<file path="src/rtl/cpu_pkg.sv">
// Shared CPU definitions: opcode encodings, instruction field layout and
// the halt-sequencing state encoding used by the decode stage.
package cpu_pkg;

    localparam int unsigned INSTR_W = 32;
    localparam int unsigned PC_AW   = 7;
    localparam int unsigned RF_AW   = 4;
    localparam int unsigned OPC_W   = 5;
    localparam int unsigned IMM_W   = 15;

    localparam int unsigned OPC_LSB = 27;
    localparam int unsigned RD_LSB  = 23;
    localparam int unsigned RS1_LSB = 19;
    localparam int unsigned RS2_LSB = 15;
    localparam int unsigned IMM_LSB = 0;

    typedef enum logic [OPC_W-1:0] {
        OP_NOP   = 5'b00000,
        OP_ADD   = 5'b00001,
        OP_SUB   = 5'b00010,
        OP_LOAD  = 5'b00100,
        OP_STORE = 5'b00101,
        OP_BEQ   = 5'b01000,
        OP_HALT  = 5'b01011
    } opcode_e;

    typedef enum logic [1:0] {
        ST_RUN    = 2'd0,
        ST_DRAIN  = 2'd1,
        ST_HALTED = 2'd2
    } halt_state_e;

    function automatic logic [INSTR_W-1:0] sext_imm(input logic [INSTR_W-1:0] instr);
        return {{(INSTR_W-IMM_W){instr[IMM_LSB+IMM_W-1]}}, instr[IMM_LSB +: IMM_W]};
    endfunction

endpackage

</file>
<file path="src/rtl/id_hazard_detect.sv">
// Load-use hazard compare: the instruction sitting in ID is a LOAD whose
// destination is read by the next instruction to be issued.
module id_hazard_detect
    import cpu_pkg::*;
(
    input  logic             id_valid,
    input  logic [OPC_W-1:0] id_opcode,
    input  logic [RF_AW-1:0] id_rd,
    input  logic             src_valid,
    input  logic [RF_AW-1:0] src_rs1,
    input  logic [RF_AW-1:0] src_rs2,
    output logic             hazard
);

    always_comb begin
        hazard = id_valid && src_valid && (id_opcode == OP_LOAD) && (id_rd != '0) &&
                 ((id_rd == src_rs1) || (id_rd == src_rs2));
    end

endmodule

</file>
<file path="src/rtl/if_id_decode_stage.sv">
// IF/ID pipeline register with a one-entry hold buffer, load-use stall,
// branch flush and RUN -> DRAIN -> HALTED halt sequencing.
module if_id_decode_stage
    import cpu_pkg::*;
#(
    parameter int unsigned DATA_W       = INSTR_W,
    parameter int unsigned PC_W         = PC_AW,
    parameter int unsigned REG_AW       = RF_AW,
    parameter int unsigned DRAIN_CYCLES = 3
) (
    input  logic              clk,
    input  logic              rst_n,
    input  logic [DATA_W-1:0] if_instr,
    input  logic [PC_W-1:0]   if_pc,
    input  logic              if_valid,
    input  logic              if_done,
    input  logic              ex_stall,
    input  logic              br_flush,
    output logic              id_valid,
    output logic [4:0]        id_opcode,
    output logic [REG_AW-1:0] id_rd,
    output logic [REG_AW-1:0] id_rs1,
    output logic [REG_AW-1:0] id_rs2,
    output logic [DATA_W-1:0] id_imm,
    output logic [PC_W-1:0]   id_pc,
    output logic              stall_fetch,
    output logic              halted
);

    localparam int unsigned CNT_W = (DRAIN_CYCLES > 1) ? $clog2(DRAIN_CYCLES + 1) : 1;

    logic              id_valid_q, id_valid_d;
    logic [DATA_W-1:0] id_instr_q, id_instr_d;
    logic [PC_W-1:0]   id_pc_q, id_pc_d;
    logic              hold_full_q, hold_full_d;
    logic [DATA_W-1:0] hold_instr_q, hold_instr_d;
    logic [PC_W-1:0]   hold_pc_q, hold_pc_d;
    halt_state_e       state_q, state_d;
    logic [CNT_W-1:0]  cnt_q, cnt_d;

    logic              fetch_ok;
    logic              src_valid;
    logic [DATA_W-1:0] src_instr;
    logic [PC_W-1:0]   src_pc;
    logic              hazard;

    // A full hold buffer always issues first; while it is full the word on
    // if_instr is the one fetch keeps re-presenting and is ignored.
    always_comb begin
        fetch_ok  = if_valid && (state_q == ST_RUN);
        src_valid = hold_full_q || fetch_ok;
        src_instr = hold_full_q ? hold_instr_q : if_instr;
        src_pc    = hold_full_q ? hold_pc_q    : if_pc;
    end

    id_hazard_detect u_hazard (
        .id_valid  (id_valid_q),
        .id_opcode (id_instr_q[OPC_LSB +: OPC_W]),
        .id_rd     (id_instr_q[RD_LSB +: REG_AW]),
        .src_valid (src_valid),
        .src_rs1   (src_instr[RS1_LSB +: REG_AW]),
        .src_rs2   (src_instr[RS2_LSB +: REG_AW]),
        .hazard    (hazard)
    );

    always_comb begin
        id_valid_d   = id_valid_q;
        id_instr_d   = id_instr_q;
        id_pc_d      = id_pc_q;
        hold_full_d  = hold_full_q;
        hold_instr_d = hold_instr_q;
        hold_pc_d    = hold_pc_q;
        state_d      = state_q;
        cnt_d        = cnt_q;
        stall_fetch  = 1'b0;

        if (state_q == ST_HALTED) begin
            id_valid_d  = 1'b0;
            hold_full_d = 1'b0;
            stall_fetch = 1'b1;
        end else if (br_flush) begin
            id_valid_d  = 1'b0;
            hold_full_d = 1'b0;
            if (state_q == ST_DRAIN) begin
                state_d = ST_RUN;
                cnt_d   = '0;
            end
        end else begin
            if (ex_stall || hazard) begin
                stall_fetch = 1'b1;
                if (!ex_stall) begin
                    id_valid_d = 1'b0;
                end
                if (!hold_full_q && fetch_ok) begin
                    hold_full_d  = 1'b1;
                    hold_instr_d = if_instr;
                    hold_pc_d    = if_pc;
                end
            end else begin
                id_valid_d  = src_valid;
                hold_full_d = 1'b0;
                if (src_valid) begin
                    id_instr_d = src_instr;
                    id_pc_d    = src_pc;
                end
            end

            case (state_q)
                ST_RUN: begin
                    if (if_done) begin
                        state_d = ST_DRAIN;
                        cnt_d   = '0;
                    end
                end
                ST_DRAIN: begin
                    if (!ex_stall && !hold_full_q) begin
                        if (cnt_q == CNT_W'(DRAIN_CYCLES - 1)) begin
                            state_d = ST_HALTED;
                            cnt_d   = CNT_W'(DRAIN_CYCLES);
                        end else begin
                            cnt_d = cnt_q + 1'b1;
                        end
                    end
                end
                default: state_d = state_q;
            endcase
        end
    end

    always_ff @(posedge clk or negedge rst_n) begin
        if (!rst_n) begin
            id_valid_q   <= 1'b0;
            id_instr_q   <= '0;
            id_pc_q      <= '0;
            hold_full_q  <= 1'b0;
            hold_instr_q <= '0;
            hold_pc_q    <= '0;
            state_q      <= ST_RUN;
            cnt_q        <= '0;
        end else begin
            id_valid_q   <= id_valid_d;
            id_instr_q   <= id_instr_d;
            id_pc_q      <= id_pc_d;
            hold_full_q  <= hold_full_d;
            hold_instr_q <= hold_instr_d;
            hold_pc_q    <= hold_pc_d;
            state_q      <= state_d;
            cnt_q        <= cnt_d;
        end
    end

    always_comb begin
        id_valid  = id_valid_q;
        id_opcode = id_instr_q[OPC_LSB +: OPC_W];
        id_rd     = id_instr_q[RD_LSB +: REG_AW];
        id_rs1    = id_instr_q[RS1_LSB +: REG_AW];
        id_rs2    = id_instr_q[RS2_LSB +: REG_AW];
        id_imm    = sext_imm(id_instr_q);
        id_pc     = id_pc_q;
        halted    = (state_q == ST_HALTED);
    end

endmodule

</file>
<file path="config.mk">
export PLATFORM = sky130hd
export DESIGN_NAME = if_id_decode_stage
export DESIGN_NICKNAME = d
export VERILOG_FILES = /design/src/rtl/cpu_pkg.sv /design/src/rtl/id_hazard_detect.sv /design/src/rtl/if_id_decode_stage.sv
export SDC_FILE = /design/constraint.sdc
export NUM_CORES = 1
export LEC_CHECK = 0
export CELL_PAD_IN_SITES_DETAIL_PLACEMENT = 1
export CELL_PAD_IN_SITES_GLOBAL_PLACEMENT = 1
export CORE_ASPECT_RATIO = 1.1
export CORE_MARGIN = 1.5
export CORE_UTILIZATION = 41
export DETAILED_ROUTE_END_ITERATION = 12
export PLACE_DENSITY_LB_ADDON = 0.1
export SLEW_MARGIN = 20
export SYNTH_ARGS = -nofsm -noshare
export SYNTH_HDL_FRONTEND = slang
export SYNTH_SLANG_ARGS = --single-unit
</file>
<file path="constraint.sdc">
create_clock -name clk -period 5.3 [get_ports clk]
set_input_delay 0.53 -clock clk [delete_from_list [all_inputs] [get_ports clk]]
set_output_delay 0.53 -clock clk [all_outputs]
set_load 0.1 [all_outputs]
</file>
After elaboration in Yosys (flattened, before gate mapping)

Cells that the tools add are included.

Register bits: 84
Latch bits: 0
Bits in writable memories: 0
ROM bits: 0
Input bits: 45
Output and inout port bits: 59
Word-level logic and storage cells: 67
Memories: 0

Add/sub/neg operators: 1
Multipliers: 0
Divide/modulo/power cells: 0
$lt $le $gt $ge: 0
Equal/unequal tests: 12
Shifts and indexed selects: 0
Muxes and demuxes: 24
Bitwise gates (word level): 3
Reductions and logical operators: 19

Operator list:

| operator                                                               | count |
|---|---|
| 32-bit two-way mux                                                     | 1 |
| 2-bit two-way mux                                                      | 9 |
| 1-bit two-way mux                                                      | 11 |
| 4-bit equality test                                                    | 2 |
| 2-bit one-hot mux with 2 select lines                                  | 2 |
| 4-bit AND reduction                                                    | 2 |
| 1-bit logical AND                                                      | 7 |
| 7-bit two-way mux                                                      | 1 |
| 3-bit by 2-bit != test with 1-bit output (second input constant)       | 2 |
| 6-bit AND reduction                                                    | 1 |
| 5-bit by 3-bit equality test with 1-bit output (second input constant) | 1 |
| 5-bit AND reduction                                                    | 1 |
| 2-bit equality test (second input constant)                            | 2 |
| 4-bit by 3-bit != test with 1-bit output (second input constant)       | 1 |
| 4-bit != test (second input constant)                                  | 1 |
| 4-bit nonzero test                                                     | 1 |
| 1-bit logical OR                                                       | 3 |
| 3-bit != test (second input constant)                                  | 1 |
| 1-bit inverter                                                         | 3 |
| 2-bit by 1-bit adder with 2-bit output (second input constant)         | 1 |
| 2-bit by 1-bit equality test with 1-bit output (second input constant) | 1 |
| 1-bit zero test                                                        | 2 |
| 2-bit zero test                                                        | 1 |
| 2-bit by 1-bit != test with 1-bit output (second input constant)       | 1 |
| 2-bit nonzero test                                                     | 1 |

Longest topological paths before layout

Depth after elaboration: 11
Mapped depth: 10
Mapped depth without buffers: 6

By module

Synthesis repeated with hierarchy kept, for this count alone.

Cells, all modules: 281
Area total of the unflattened synthesis: 4,000.1 µm²

Modules (own cells, without submodules):

| module             | instances | cells an instance | area an instance (µm²) | sequential area each (µm²) |
|---|---|---|---|---|
| if_id_decode_stage | 1         | 266               | 3,881.2                | 2,102.0 |
| id_hazard_detect   | 1         | 15                | 118.9                  | 0.0 |

Least setup slack after synthesis

Ideal clock, no wire load.

Kind: reg2out
From: register id_valid_q (netlist: id_valid)
To: output stall_fetch
Data arrival time: 3.641 ns
Setup slack: 1.129 ns
Stages on the path, launching flop included: 6
Buffers on the path: 0
Cell sequence: dfrtp_1 > or4b_1 > nor4b_2 > o221ai_1 > nor2b_1 > o22ai_1

Longest elaborated chain between the ends: 8

Ends and longest elaborated chain:

| element                         | RTL line                  | source |
|---|---|---|
| start: declaration              | if_id_decode_stage.sv:32  | `logic id_valid_q, id_valid_d;` |
| start signal: assignment        | if_id_decode_stage.sv:141 | `id_valid_q <= id_valid_d;` |
| 1-bit logical AND (4 in series) | id_hazard_detect.sv:16    | `hazard = id_valid && src_valid && (id_opcode == OP_LOAD) && (id_rd != '0) &&` |
| 1-bit logical OR                | if_id_decode_stage.sv:89  | `if (ex_stall \|\| hazard) begin` |
| 1-bit two-way mux               | if_id_decode_stage.sv:89  |  |
| 1-bit two-way mux               | if_id_decode_stage.sv:81  | `end else if (br_flush) begin` |
| 1-bit two-way mux               | if_id_decode_stage.sv:77  | `if (state_q == ST_HALTED) begin` |
| end: declaration                | if_id_decode_stage.sv:26  | `output logic stall_fetch,` |

Every way passes these cells.

Worst setup path after layout

From: register hold_full_q
To: output stall_fetch

Longest elaborated chain between the ends: 9

Ends and longest elaborated chain:

| element                                                                    | RTL line                  | source |
|---|---|---|
| start: declaration                                                         | if_id_decode_stage.sv:35  | `logic hold_full_q, hold_full_d;` |
| start signal: assignment                                                   | if_id_decode_stage.sv:144 | `hold_full_q <= hold_full_d;` |
| parallel branches: the longest is 4 deep, another holds 32-bit two-way mux | --                        |  |
| 1-bit logical AND (*)                                                      | id_hazard_detect.sv:16    |  |
| 1-bit logical OR (*)                                                       | if_id_decode_stage.sv:89  |  |
| 1-bit two-way mux (*)                                                      | if_id_decode_stage.sv:89  |  |
| 1-bit two-way mux (*)                                                      | if_id_decode_stage.sv:81  |  |
| 1-bit two-way mux (*)                                                      | if_id_decode_stage.sv:77  |  |

Mark *: on every way between the ends.

==> impl_metrics.env <==
export IMPL_outcome="finished, final reports clean"
export IMPL_antenna_found_initial=0
export IMPL_syn_area_um2=4210
export IMPL_synthesis_instances=398
export IMPL_synth_compound_area_share_pct=16.37
export IMPL_utilization_pct=54.38
export IMPL_vdd_ir_drop_max_uv=105.6
export IMPL_vias_per_cell=5.711
export IMPL_holdWs_ns=0.09368
export IMPL_crit_arrival_ns=3.60
export IMPL_critPathMostFrequentCell="buf_4"
export IMPL_n_antenna_cell=0
export IMPL_cts_tree="yes"
export IMPL_period_share_pct=77.97
export IMPL_slew_violations=0
export IMPL_cp_slowest_cell="dfrtp_2"
export IMPL_p_clk_share_pct=33.1
export IMPL_dp_hpwl_um=7377
export IMPL_grt_ovfl_total=0
export IMPL_fin_area_um2=5404
export IMPL_grt_max_degree=55
export IMPL_ys_seq_elements=84
export IMPL_placed_area_um2=5190
export IMPL_cp_start_kind="flip-flop"
export IMPL_die_x_um=99.62
export IMPL_die_h_um=109.3
export IMPL_synth_top_cell_by_area="dfrtp_1"
export IMPL_design_core_area_um2=9937
export IMPL_cts_hold_buf=0
export IMPL_cts_buffer_depth=2
export IMPL_worstSetupPathType="reg -> out"
export IMPL_avgSynthCellArea_um2=10.58
export IMPL_clock_skew_ns=0.01372
export IMPL_path_clk_slew_ns=0.09
export IMPL_muxShareOfSynthArea_pct=11.44
export IMPL_numCtsBuffers=9
export IMPL_ios=104
export IMPL_synth_simple_area_share_pct=12.66
export IMPL_grt_pass1_wl_um=18920
export IMPL_post_route_drc_count=0
export IMPL_ant_nets=0
export IMPL_clkLatencyLatePin_ns=0.36
export IMPL_synth_top_family_by_area="compound AO/OA/AOI/OAI gates"
export IMPL_dr_total_vias=3381
export IMPL_port_buffers=103
export IMPL_synthAdderAreaFrac_pct=0.2972
export IMPL_cts_root_buf="clkbuf_8"
export IMPL_yosysMostFrequentCell="dfrtp_1"
export IMPL_p_sw_share_pct=33.43
export IMPL_p_comb_share_pct=22.2
export IMPL_power_leakage_nw=2.375
export IMPL_cts_setup_buffers=0
export IMPL_drv_cap=0
export IMPL_setup_viol=0
export IMPL_rows=38
export IMPL_timing_fmax_ghz=0.2420
export IMPL_first_global_vias=3571
export IMPL_internal_power_mw=1.021
export IMPL_grt_util_all_layers_pct=22.45
export IMPL_worstReg2RegEnd="id_instr_q[17]"
export IMPL_initial_core_util_pct=42.37
export IMPL_routed_wl_um=11750
export IMPL_synth_ff_type="dfrtp_1"
export IMPL_ys_warn_count=0
export IMPL_area_growth_pct=28.35
export IMPL_first_iter_violations=113
export IMPL_synth_cell_types=35
export IMPL_wire_per_inst_um=19.85
export IMPL_r2r_slack_ns=1.73
export IMPL_worst_pin_slew_ns=0.9812
export IMPL_ctsResizeCount=0
export IMPL_synth_nets=444
export IMPL_layout_nets=514
export IMPL_p_seq_share_pct=44.6
export IMPL_synth_edf_count=0
export IMPL_p_per_area_nw_per_um2=283.7
export IMPL_synth_area_top_cells="dfrtp_1, mux2i_1, a221o_1"
export IMPL_crit_path_end_kind="output pin"
export IMPL_slew_headroom_pct=34.38
export IMPL_crit_chain="buf_4, mux2i_1, xnor2_1, nor4_2, o221ai_4, buf_4, nor2b_1, o22ai_1, buf_4"
export IMPL_reg2reg_from="hold_full_q"
export IMPL_synth_common_cells="dfrtp_1, a21oi_1, mux2i_1"
export IMPL_drive_above_1_share_pct=7.839
export IMPL_htree_levels=3
export IMPL_synth_top_area_share_pct=49.93
export IMPL_dieArea_um2=10890
export IMPL_fin_crit_ns=4.133
export IMPL_hp_class="in -> async"
export IMPL_rsz0062_at_grt="no"
export IMPL_fin_tns_setup_ns=0
export IMPL_finalHoldViolations=0
export IMPL_cp_max_fo=32
export IMPL_gp_congestion=0.7775
export IMPL_slowest_delay_ns=0.61
export IMPL_p_total_mw=1.533
export IMPL_ys_seq_area_share_pct=49.93
export IMPL_firstDrtPassIters=4
export IMPL_critPathRequiredTime_ns=4.77
export IMPL_power_switching_mw=0.5126
export IMPL_synth_xor_area_share_pct=1.664
export IMPL_r2r_cells=8
export IMPL_cts_sinks=84
export IMPL_synth_async_reset_ratio_pct=100.0
-- routing by layer --
metal	wire length, um	track usage, %	part of all wire, %
met5	0	0	0
met4	154	7.746	1.3
met3	295	3.333	2.5
met2	5639	37.28	48
met1	5661	30.18	48
-- logic make-up after synthesis --
group | Yosys count
fa+ha+maj | 1
simple gates | 95
mux | 48
compound gates | 101
xor+xnor | 8
buf+inv | 61
flops | 84
-- metrics by stage --
step	setup WS [ns]	instances
after floorplan	1.129	398
after global placement	1.611	577
after detailed placement	1.568	577
after CTS	1.177	592
after global routing	0.9902	592
final	1.167	592
-- power by group through the flow --
stage                     combinational [mW]  sequential, mW  clock (mW)
after floorplan                        0.121           0.807           0
after global placement                 0.340           0.696           0
after detailed placement               0.343           0.697           0
after CTS                              0.344           0.685       0.523
after global routing                   0.356           0.688       0.541
final                                  0.341           0.684       0.508
-- sequential cells by signal, indices dropped and copies added (netlist names) --
register / flops
hold_full_q: 1
id_pc: 7
id_instr_q: 32
cnt_q: 2
hold_instr_q: 32
state_q: 2
id_valid: 1
hold_pc_q: 7
-- worst max-delay path: cells and delay by family, from the launching register on --
family	cells	cell delay, ns
buffers and inverters	3	1.17
AND/OR/NAND/NOR	2	0.66
flip-flops	1	0.61
multiplexers	1	0.33
AO/OA/AOI/OAI	2	0.31
XOR/XNOR	1	0.12
-- cells in the final DEF, fill, tap and decap left out, types with 2 or more instances in the layout --
cell type | synthesis | layout
a21oi_1 | 56 | 56
a221o_1 | 31 | 31
a22o_1 | 4 | 4
and2_2 | 0 | 3
and3_1 | 31 | 31
buf_4 | 18 | 8
bufinv_16 | 0 | 2
clkbuf_8 | 0 | 9
clkdlybuf4s50_1 | 0 | 101
clkinv_4 | 0 | 2
dfrtp_1 | 84 | 83
inv_1 | 11 | 11
mux2i_1 | 47 | 47
nand2_1 | 19 | 19
nand2b_1 | 2 | 2
nand3_1 | 16 | 16
nor2_1 | 10 | 9
nor2b_1 | 3 | 3
nor3b_1 | 3 | 3
nor4_2 | 2 | 2
o21ai_0 | 5 | 5
or2_2 | 1 | 2
xnor2_1 | 8 | 8
-- layout make-up --
class                      count  area, um^2
clock inverter                 6       90.09
timing repair buffer         109        1071
sequential                    84        2103
multi-input combinational    253        1824
clock buffer                   9       123.9
inverter                      11       41.29
fill                        1096        4533
tap                          120       150.1
-- how the worst max path moves through the flow --
stage	startpoint	slack, ns	depth (start not counted)	end
floorplan	id_valid	1.13	5	stall_fetch
global placement	hold_full_q	1.61	9	stall_fetch
detailed placement	hold_full_q	1.57	9	stall_fetch
CTS	hold_full_q	1.18	9	stall_fetch
global route	hold_full_q	0.99	9	stall_fetch
finish	hold_full_q	1.17	9	stall_fetch
Power figures use the tool's default switching activity.
